## config.mk

```make
export PLATFORM = sky130hd
export DESIGN_NAME = fir_coeff_loader
export DESIGN_NICKNAME = d
export VERILOG_FILES = /design/src/rtl/fir_coeff_loader.sv
export SDC_FILE = /design/constraint.sdc
export NUM_CORES = 1
export LEC_CHECK = 0
export ABC_AREA = 1
export BUFFER_PORTS_ARGS = -buffer_cell sky130_fd_sc_hd__buf_2
export CAP_MARGIN = 15
export CELL_PAD_IN_SITES_DETAIL_PLACEMENT = 0
export CELL_PAD_IN_SITES_GLOBAL_PLACEMENT = 1
export CORE_AREA = 2 2 192 194
export CTS_BUF_LIST = sky130_fd_sc_hd__clkbuf_8 sky130_fd_sc_hd__clkbuf_16
export CTS_CLUSTER_DIAMETER = 30
export DETAILED_ROUTE_END_ITERATION = 10
export DIE_AREA = 0 0 194 196
export GPL_TIMING_DRIVEN = 0
export HOLD_SLACK_MARGIN = 0.03
export MAX_ROUTING_LAYER = met4
export PLACE_DENSITY_LB_ADDON = 0.3
export SLEW_MARGIN = 40
export SYNTH_ARGS = -nofsm -noshare
export SYNTH_HDL_FRONTEND = slang
export SYNTH_SLANG_ARGS = --single-unit
export TNS_END_PERCENT = 100
```

## constraint.sdc

```tcl
create_clock -name iClk_12M -period 7.3 [get_ports iClk_12M]
set_input_delay 1.46 -clock iClk_12M [delete_from_list [all_inputs] [get_ports iClk_12M]]
set_output_delay 1.46 -clock iClk_12M [all_outputs]
set_load 0.01 [all_outputs]
```

## src/rtl/fir_coeff_loader.sv

```systemverilog
// FIR coefficient writer: host fills a shadow bank, which is copied to the active bank
// on a sample-strobe boundary. Also generates the sample strobe and active-bank readback.
module fir_coeff_loader #(
  parameter int NUM_TAPS   = 10,
  parameter int COEFF_W    = 16,
  parameter int ADDR_W     = 4,
  parameter int SAMPLE_DIV = 40
) (
  input  logic                          iClk_12M,
  input  logic                          iRsn,
  input  logic                          iCoeffUpdateFlag,
  input  logic                          iWrEn,
  input  logic [ADDR_W-1:0]             iAddr,
  input  logic [COEFF_W-1:0]            iWrDt,
  input  logic                          iRdEn,
  output logic [COEFF_W-1:0]            oRdDt,
  output logic                          oRdValid,
  output logic                          oEnSample_300k,
  output logic [NUM_TAPS*COEFF_W-1:0]   oCoeffBus,
  output logic                          oBusy,
  output logic                          oCommitDone,
  output logic                          oAddrErr
);

  localparam int CNT_W = (SAMPLE_DIV > 1) ? $clog2(SAMPLE_DIV) : 1;
  localparam logic [CNT_W-1:0] CNT_LAST = CNT_W'(SAMPLE_DIV - 1);

  typedef enum logic [1:0] {IDLE, LOAD, PEND} state_t;

  state_t                      state_reg;
  logic [CNT_W-1:0]            cnt_reg;
  logic [COEFF_W-1:0]          shadow_reg [NUM_TAPS];
  logic [COEFF_W-1:0]          active_reg [NUM_TAPS];
  logic [COEFF_W-1:0]          rd_dt_reg;
  logic                        rd_valid_reg;
  logic                        addr_err_reg;
  logic [COEFF_W-1:0]          rd_mux;
  logic [NUM_TAPS*COEFF_W-1:0] coeff_bus;
  logic                        cnt_last;
  logic                        strobe;
  logic                        commit;
  logic                        addr_ok;
  logic                        wr_fire;

  assign cnt_last = (cnt_reg == CNT_LAST);
  assign strobe   = !iRsn && cnt_last;
  assign addr_ok  = (32'(iAddr) < NUM_TAPS);
  assign wr_fire  = iCoeffUpdateFlag && iWrEn;
  // The flag wins over a coincident strobe, so a reopened session cancels the commit.
  assign commit   = (state_reg == PEND) && !iCoeffUpdateFlag && strobe;

  always_ff @(posedge iClk_12M) begin
    if (iRsn) begin
      cnt_reg <= '0;
    end else if (cnt_last) begin
      cnt_reg <= '0;
    end else begin
      cnt_reg <= cnt_reg + CNT_W'(1);
    end
  end

  always_ff @(posedge iClk_12M) begin
    if (iRsn) begin
      state_reg <= IDLE;
    end else begin
      case (state_reg)
        IDLE:    if (iCoeffUpdateFlag) state_reg <= LOAD;
        LOAD:    if (!iCoeffUpdateFlag) state_reg <= PEND;
        PEND: begin
          if (iCoeffUpdateFlag) state_reg <= LOAD;
          else if (strobe)      state_reg <= IDLE;
        end
        default: state_reg <= IDLE;
      endcase
    end
  end

  generate
    for (genvar gi = 0; gi < NUM_TAPS; gi++) begin : g_tap
      always_ff @(posedge iClk_12M) begin
        if (iRsn) begin
          shadow_reg[gi] <= '0;
        end else if (wr_fire && (32'(iAddr) == gi)) begin
          shadow_reg[gi] <= iWrDt;
        end
      end

      always_ff @(posedge iClk_12M) begin
        if (iRsn) begin
          active_reg[gi] <= '0;
        end else if (commit) begin
          active_reg[gi] <= shadow_reg[gi];
        end
      end

      assign coeff_bus[gi*COEFF_W +: COEFF_W] = active_reg[gi];
    end
  endgenerate

  // Out-of-range addresses match no tap and so read back as zero.
  always_comb begin
    rd_mux = '0;
    for (int i = 0; i < NUM_TAPS; i++) begin
      if (32'(iAddr) == i) rd_mux = active_reg[i];
    end
  end

  always_ff @(posedge iClk_12M) begin
    if (iRsn) begin
      rd_valid_reg <= 1'b0;
      rd_dt_reg    <= '0;
    end else begin
      rd_valid_reg <= iRdEn;
      if (iRdEn) rd_dt_reg <= rd_mux;
    end
  end

  always_ff @(posedge iClk_12M) begin
    if (iRsn) begin
      addr_err_reg <= 1'b0;
    end else if (wr_fire && !addr_ok) begin
      addr_err_reg <= 1'b1;
    end
  end

  // Reset forces every output low in the same cycle it is asserted.
  assign oEnSample_300k = strobe;
  assign oCommitDone    = !iRsn && commit;
  assign oBusy          = !iRsn && (state_reg != IDLE);
  assign oCoeffBus      = iRsn ? '0 : coeff_bus;
  assign oRdDt          = iRsn ? '0 : rd_dt_reg;
  assign oRdValid       = !iRsn && rd_valid_reg;
  assign oAddrErr       = !iRsn && addr_err_reg;

endmodule

```

==> metrics.txt <==
status=complete, no violations; Max-Slew Margin vs Limit=46.25%; Post-CTS Hold Fix Bufs=0; Static Leakage=0.009277 uW; Final setup viols=0; peak clock frequency supported by timing=between 150 and 200 MHz; number of nets in the synthesized netlist=1707; largest net degree at the start of global routing=41; post-cts sizing count=0; master cell of the clock root buffer=sky130_fd_sc_hd__clkbuf_16; post-synthesis async set-or-reset flop share=0%; DRC errors left=0; worst IR drop on VDD=0.0001512 V; reported max-cap violation count=0; endpoint of the worst hold path=addr_err_reg$_SDFFE_PP0P_; largest family of logic cells by synthesized area=simple AND/OR/NAND/NOR gates; Fill cells=3319; prevailing post-synth register cell=sky130_fd_sc_hd__edfxtp_1; final weighted congestion in routability-driven placement=0.8911; classification of the worst-slack hold path=reg -> reg; fraction of the mapped netlist area in compound gates=1.946%; number of buffers created by CTS=66; number of buffers inserted by port buffering=205; average detailed-routed wire length per instance=18.52 um; average cell area after synthesis=9.258 um^2; Setup crit start kind=input pin; number of ports placed on the die boundary=206; post-synthesis sequential area ratio=approximately two thirds; number of synthesized flops with an enable pin=320; total design power=5672 uW; Yosys cell types=30; pwr dens=slightly below 300 nW/um^2; adder-cell area share of the yosys netlist=0.08040%; layout cells sized above 1=just under 20%; global route total overflow=0; FP Rows=70; FF-to-FF path depth=10; startpoint of the most critical hold path=addr_err_reg$_SDFFE_PP0P_; minimum period implied by the final worst setup slack=5.011 ns; path type of the worst setup path=in -> out; unrepaired setup endpoints after global routing=false; final clock period utilization by the worst path=68.64%; actual transition at the worst max-transition pin=slightly above 0.8 ns; Placed Instance Area=between 15000 and 20000 um^2; critical path arrival=3.55 ns; initial antenna violation count=4; required time at the worst-slack endpoint=around 5.8 ns; post-route antenna net violation count=0; Cells on Worst Hold Path=2; Hold Vio Cnt, Final=0; Die W=194 um; placeable core region=36080 um^2; Clk pin slew, worst setup/hold paths=0.04 ns; max-slew violation count=0; multiplexer share of the synthesized area=0%; CTS tree=yes; clock tree sinks=346; final standard cell area without fillers=19620 um^2; wirelength, routed=46050 um; Clock Skew=0.02832 ns; Reg-to-Reg End=active_reg[5][7]$_SDFFCE_PN0P_; Synth Area in XOR/XNOR=0.1126%; clock latency on the worst-skew pair=0.57 ns; Max FO, Critical Path=10; 1st-pass router iterations=5; post-synthesis sequential element count=between 300 and 400; Synth Warn #=0; area of the die=38020 um^2; synthesized netlist cell count=between 1500 and 2000; Syn Std Cell Area=~16000 um^2; launch instance of the worst register-to-register path=cnt_reg[0]$_SDFF_PP0_; vias in the first global route=11385; Max Root-Sink Buffers=3; post-layout net count=1989; synthesized-area fraction occupied by and/or/nand/nor cells=21.11%; estimated wirelength of the detail-placed design=32990 um; level count of the clock H-tree=3; number of buffers added for setup after CTS=0; count of vias placed by the detailed router=between 10000 and 15000; area growth from synthesis to layout=26.09%; first-iteration detailed-routing DRC count=~1200; kind of end point of the critical path=primary output; global-route wire length before repair=67250 um; mean number of vias per cell=roughly 4.8; chip height=between 150 and 200 um; reg2reg setup slack=between 3 and 4 ns; starting utilization of the core area=43.13%; global router's overall resource usage=24.68%
==> cell families (layout without fill, tap and decap cells) <==
logic type | Yosys count | after routing
DFF | 346 | 346
AOI/OAI and AO/OA | 60 | 60
xor gates and xnor gates | 2 | 2
and+or+nand+nor | 808 | 808
other | 0 | 4
buffers and inverters | 464 | 798
adders and majority gates | 1 | 1
==> power breakdown <==
| group | total, uW | switching [uW] | internal (uW) |
|---|---|---|---|
| registers | 2290 | 35.9 | 2250 |
| clock network | 3070 | 1030 | 2040 |
| logic | 313 | 233 | 80.2 |
==> layer usage <==
layer	vias up	track usage, %	share of wire [%]
met5	-	-	0
met1	5668	33.14	43
met3	94	3.902	8.3
met4	0	9.961	3.3
met2	521	37.74	46
li1	5732	-	-
==> cell usage after synthesis, types with 2 or more instances <==
cell type                  number  area [um^2]
sky130_fd_sc_hd__nor3_1         2        10.01
sky130_fd_sc_hd__clkbuf_1      27        101.4
sky130_fd_sc_hd__inv_1        371         1393
sky130_fd_sc_hd__inv_2          6        22.52
sky130_fd_sc_hd__nor2_1       546         2049
sky130_fd_sc_hd__dfxtp_1       26        520.5
sky130_fd_sc_hd__nand3_1       59        295.3
sky130_fd_sc_hd__nand3_2        7        70.07
sky130_fd_sc_hd__clkinv_1      17        63.81
sky130_fd_sc_hd__buf_4          2        15.01
sky130_fd_sc_hd__nand2_1      160        600.6
sky130_fd_sc_hd__nand4_1       17        106.4
sky130_fd_sc_hd__edfxtp_1     320         9609
sky130_fd_sc_hd__nand2_2        4        25.02
sky130_fd_sc_hd__nor2_4         7        78.83
sky130_fd_sc_hd__o21ai_0       14        70.07
sky130_fd_sc_hd__a21oi_1       36        180.2
sky130_fd_sc_hd__o21ai_1        9        45.04
sky130_fd_sc_hd__buf_2         38        190.2
sky130_fd_sc_hd__nor2_2         2        12.51
sky130_fd_sc_hd__buf_6          2        22.52
==> layout make-up <==
cell class / instances / area (um^2) / area share (%)
Clock inverter: 51 / 548.0 / 2.793
Antenna cell: 4 / 10.01 / 0.05101
Buffer: 69 / 330.3 / 1.683
Inverter: 395 / 1485 / 7.569
Multi-Input combinational cell: 871 / 3656 / 18.63
Clock buffer: 69 / 1727 / 8.799
Tap cell: 468 / 585.6 / 2.984
Timing Repair Buffer: 214 / 1151 / 5.866
Sequential cell: 346 / 10130 / 51.62
==> how the worst max path moves through the flow <==
stage | start | endpoint | slack, ns | cells after the start
5_1_grt | iRsn | oCoeffBus[148] | 2.06 | 6
6_report | iRsn | oCoeffBus[147] | 2.29 | 6
2_1_floorplan | iRsn | active_reg[0][0]$_SDFFCE_PN0P_ | 1.12 | 5
3_3_place_gp | iRsn | active_reg[6][7]$_SDFFCE_PN0P_ | -1.32 | 6
4_1_cts | iRsn | oCoeffBus[148] | 2.15 | 6
3_5_place_dp | iRsn | oCoeffBus[148] | 2.16 | 6
==> placed cells by master, fill, tap and decap left out, types with 5 or more instances in the layout <==
cell                         Yosys  final
sky130_fd_sc_hd__nor2_4          7      7
sky130_fd_sc_hd__o21ai_0        14      8
sky130_fd_sc_hd__clkbuf_16       0     69
sky130_fd_sc_hd__inv_1         371    374
sky130_fd_sc_hd__clkinv_1       17     28
sky130_fd_sc_hd__nand3_2         7      7
sky130_fd_sc_hd__nand3_1        59     59
sky130_fd_sc_hd__bufinv_16       0      9
sky130_fd_sc_hd__clkinvlp_4      0      7
sky130_fd_sc_hd__a21oi_1        36     36
sky130_fd_sc_hd__dfxtp_1        26     26
sky130_fd_sc_hd__clkinv_4        0      6
sky130_fd_sc_hd__clkbuf_1       27     26
sky130_fd_sc_hd__nand2_1       160    159
sky130_fd_sc_hd__edfxtp_1      320    320
sky130_fd_sc_hd__nor2_1        546    546
sky130_fd_sc_hd__inv_2           6      6
sky130_fd_sc_hd__buf_2          38    243
sky130_fd_sc_hd__buf_4           2      5
sky130_fd_sc_hd__clkinv_2        0     10
sky130_fd_sc_hd__o21ai_2         0      5
sky130_fd_sc_hd__o21ai_1         9      9
sky130_fd_sc_hd__nand4_1        17     17
==> per-stage QoR <==
stage	setup TNS, ns	utilization, %	hold slack [ns]	cells	setup slack (ns)
after global routing	0	54.38	0.4831	2487	2.056
after detailed placement	0	48.05	0.4489	2363	2.157
after CTS	0	54.35	0.4562	2483	2.149
after global placement	-209.59	47.59	0.4352	2354	-1.317
final	0	54.38	0.4534	2487	2.289
after floorplan	0	-	0.4258	1681	1.120
==> worst max-delay path: stages <==
cell and delay [ns]:
sky130_fd_sc_hd__buf_2 0.14, sky130_fd_sc_hd__clkbuf_1 0.59, sky130_fd_sc_hd__clkbuf_2 0.55, sky130_fd_sc_hd__clkbuf_1 0.48
sky130_fd_sc_hd__nor2_1 0.15, sky130_fd_sc_hd__buf_2 0.17
Note: power is estimated with default switching activity, not from simulation.
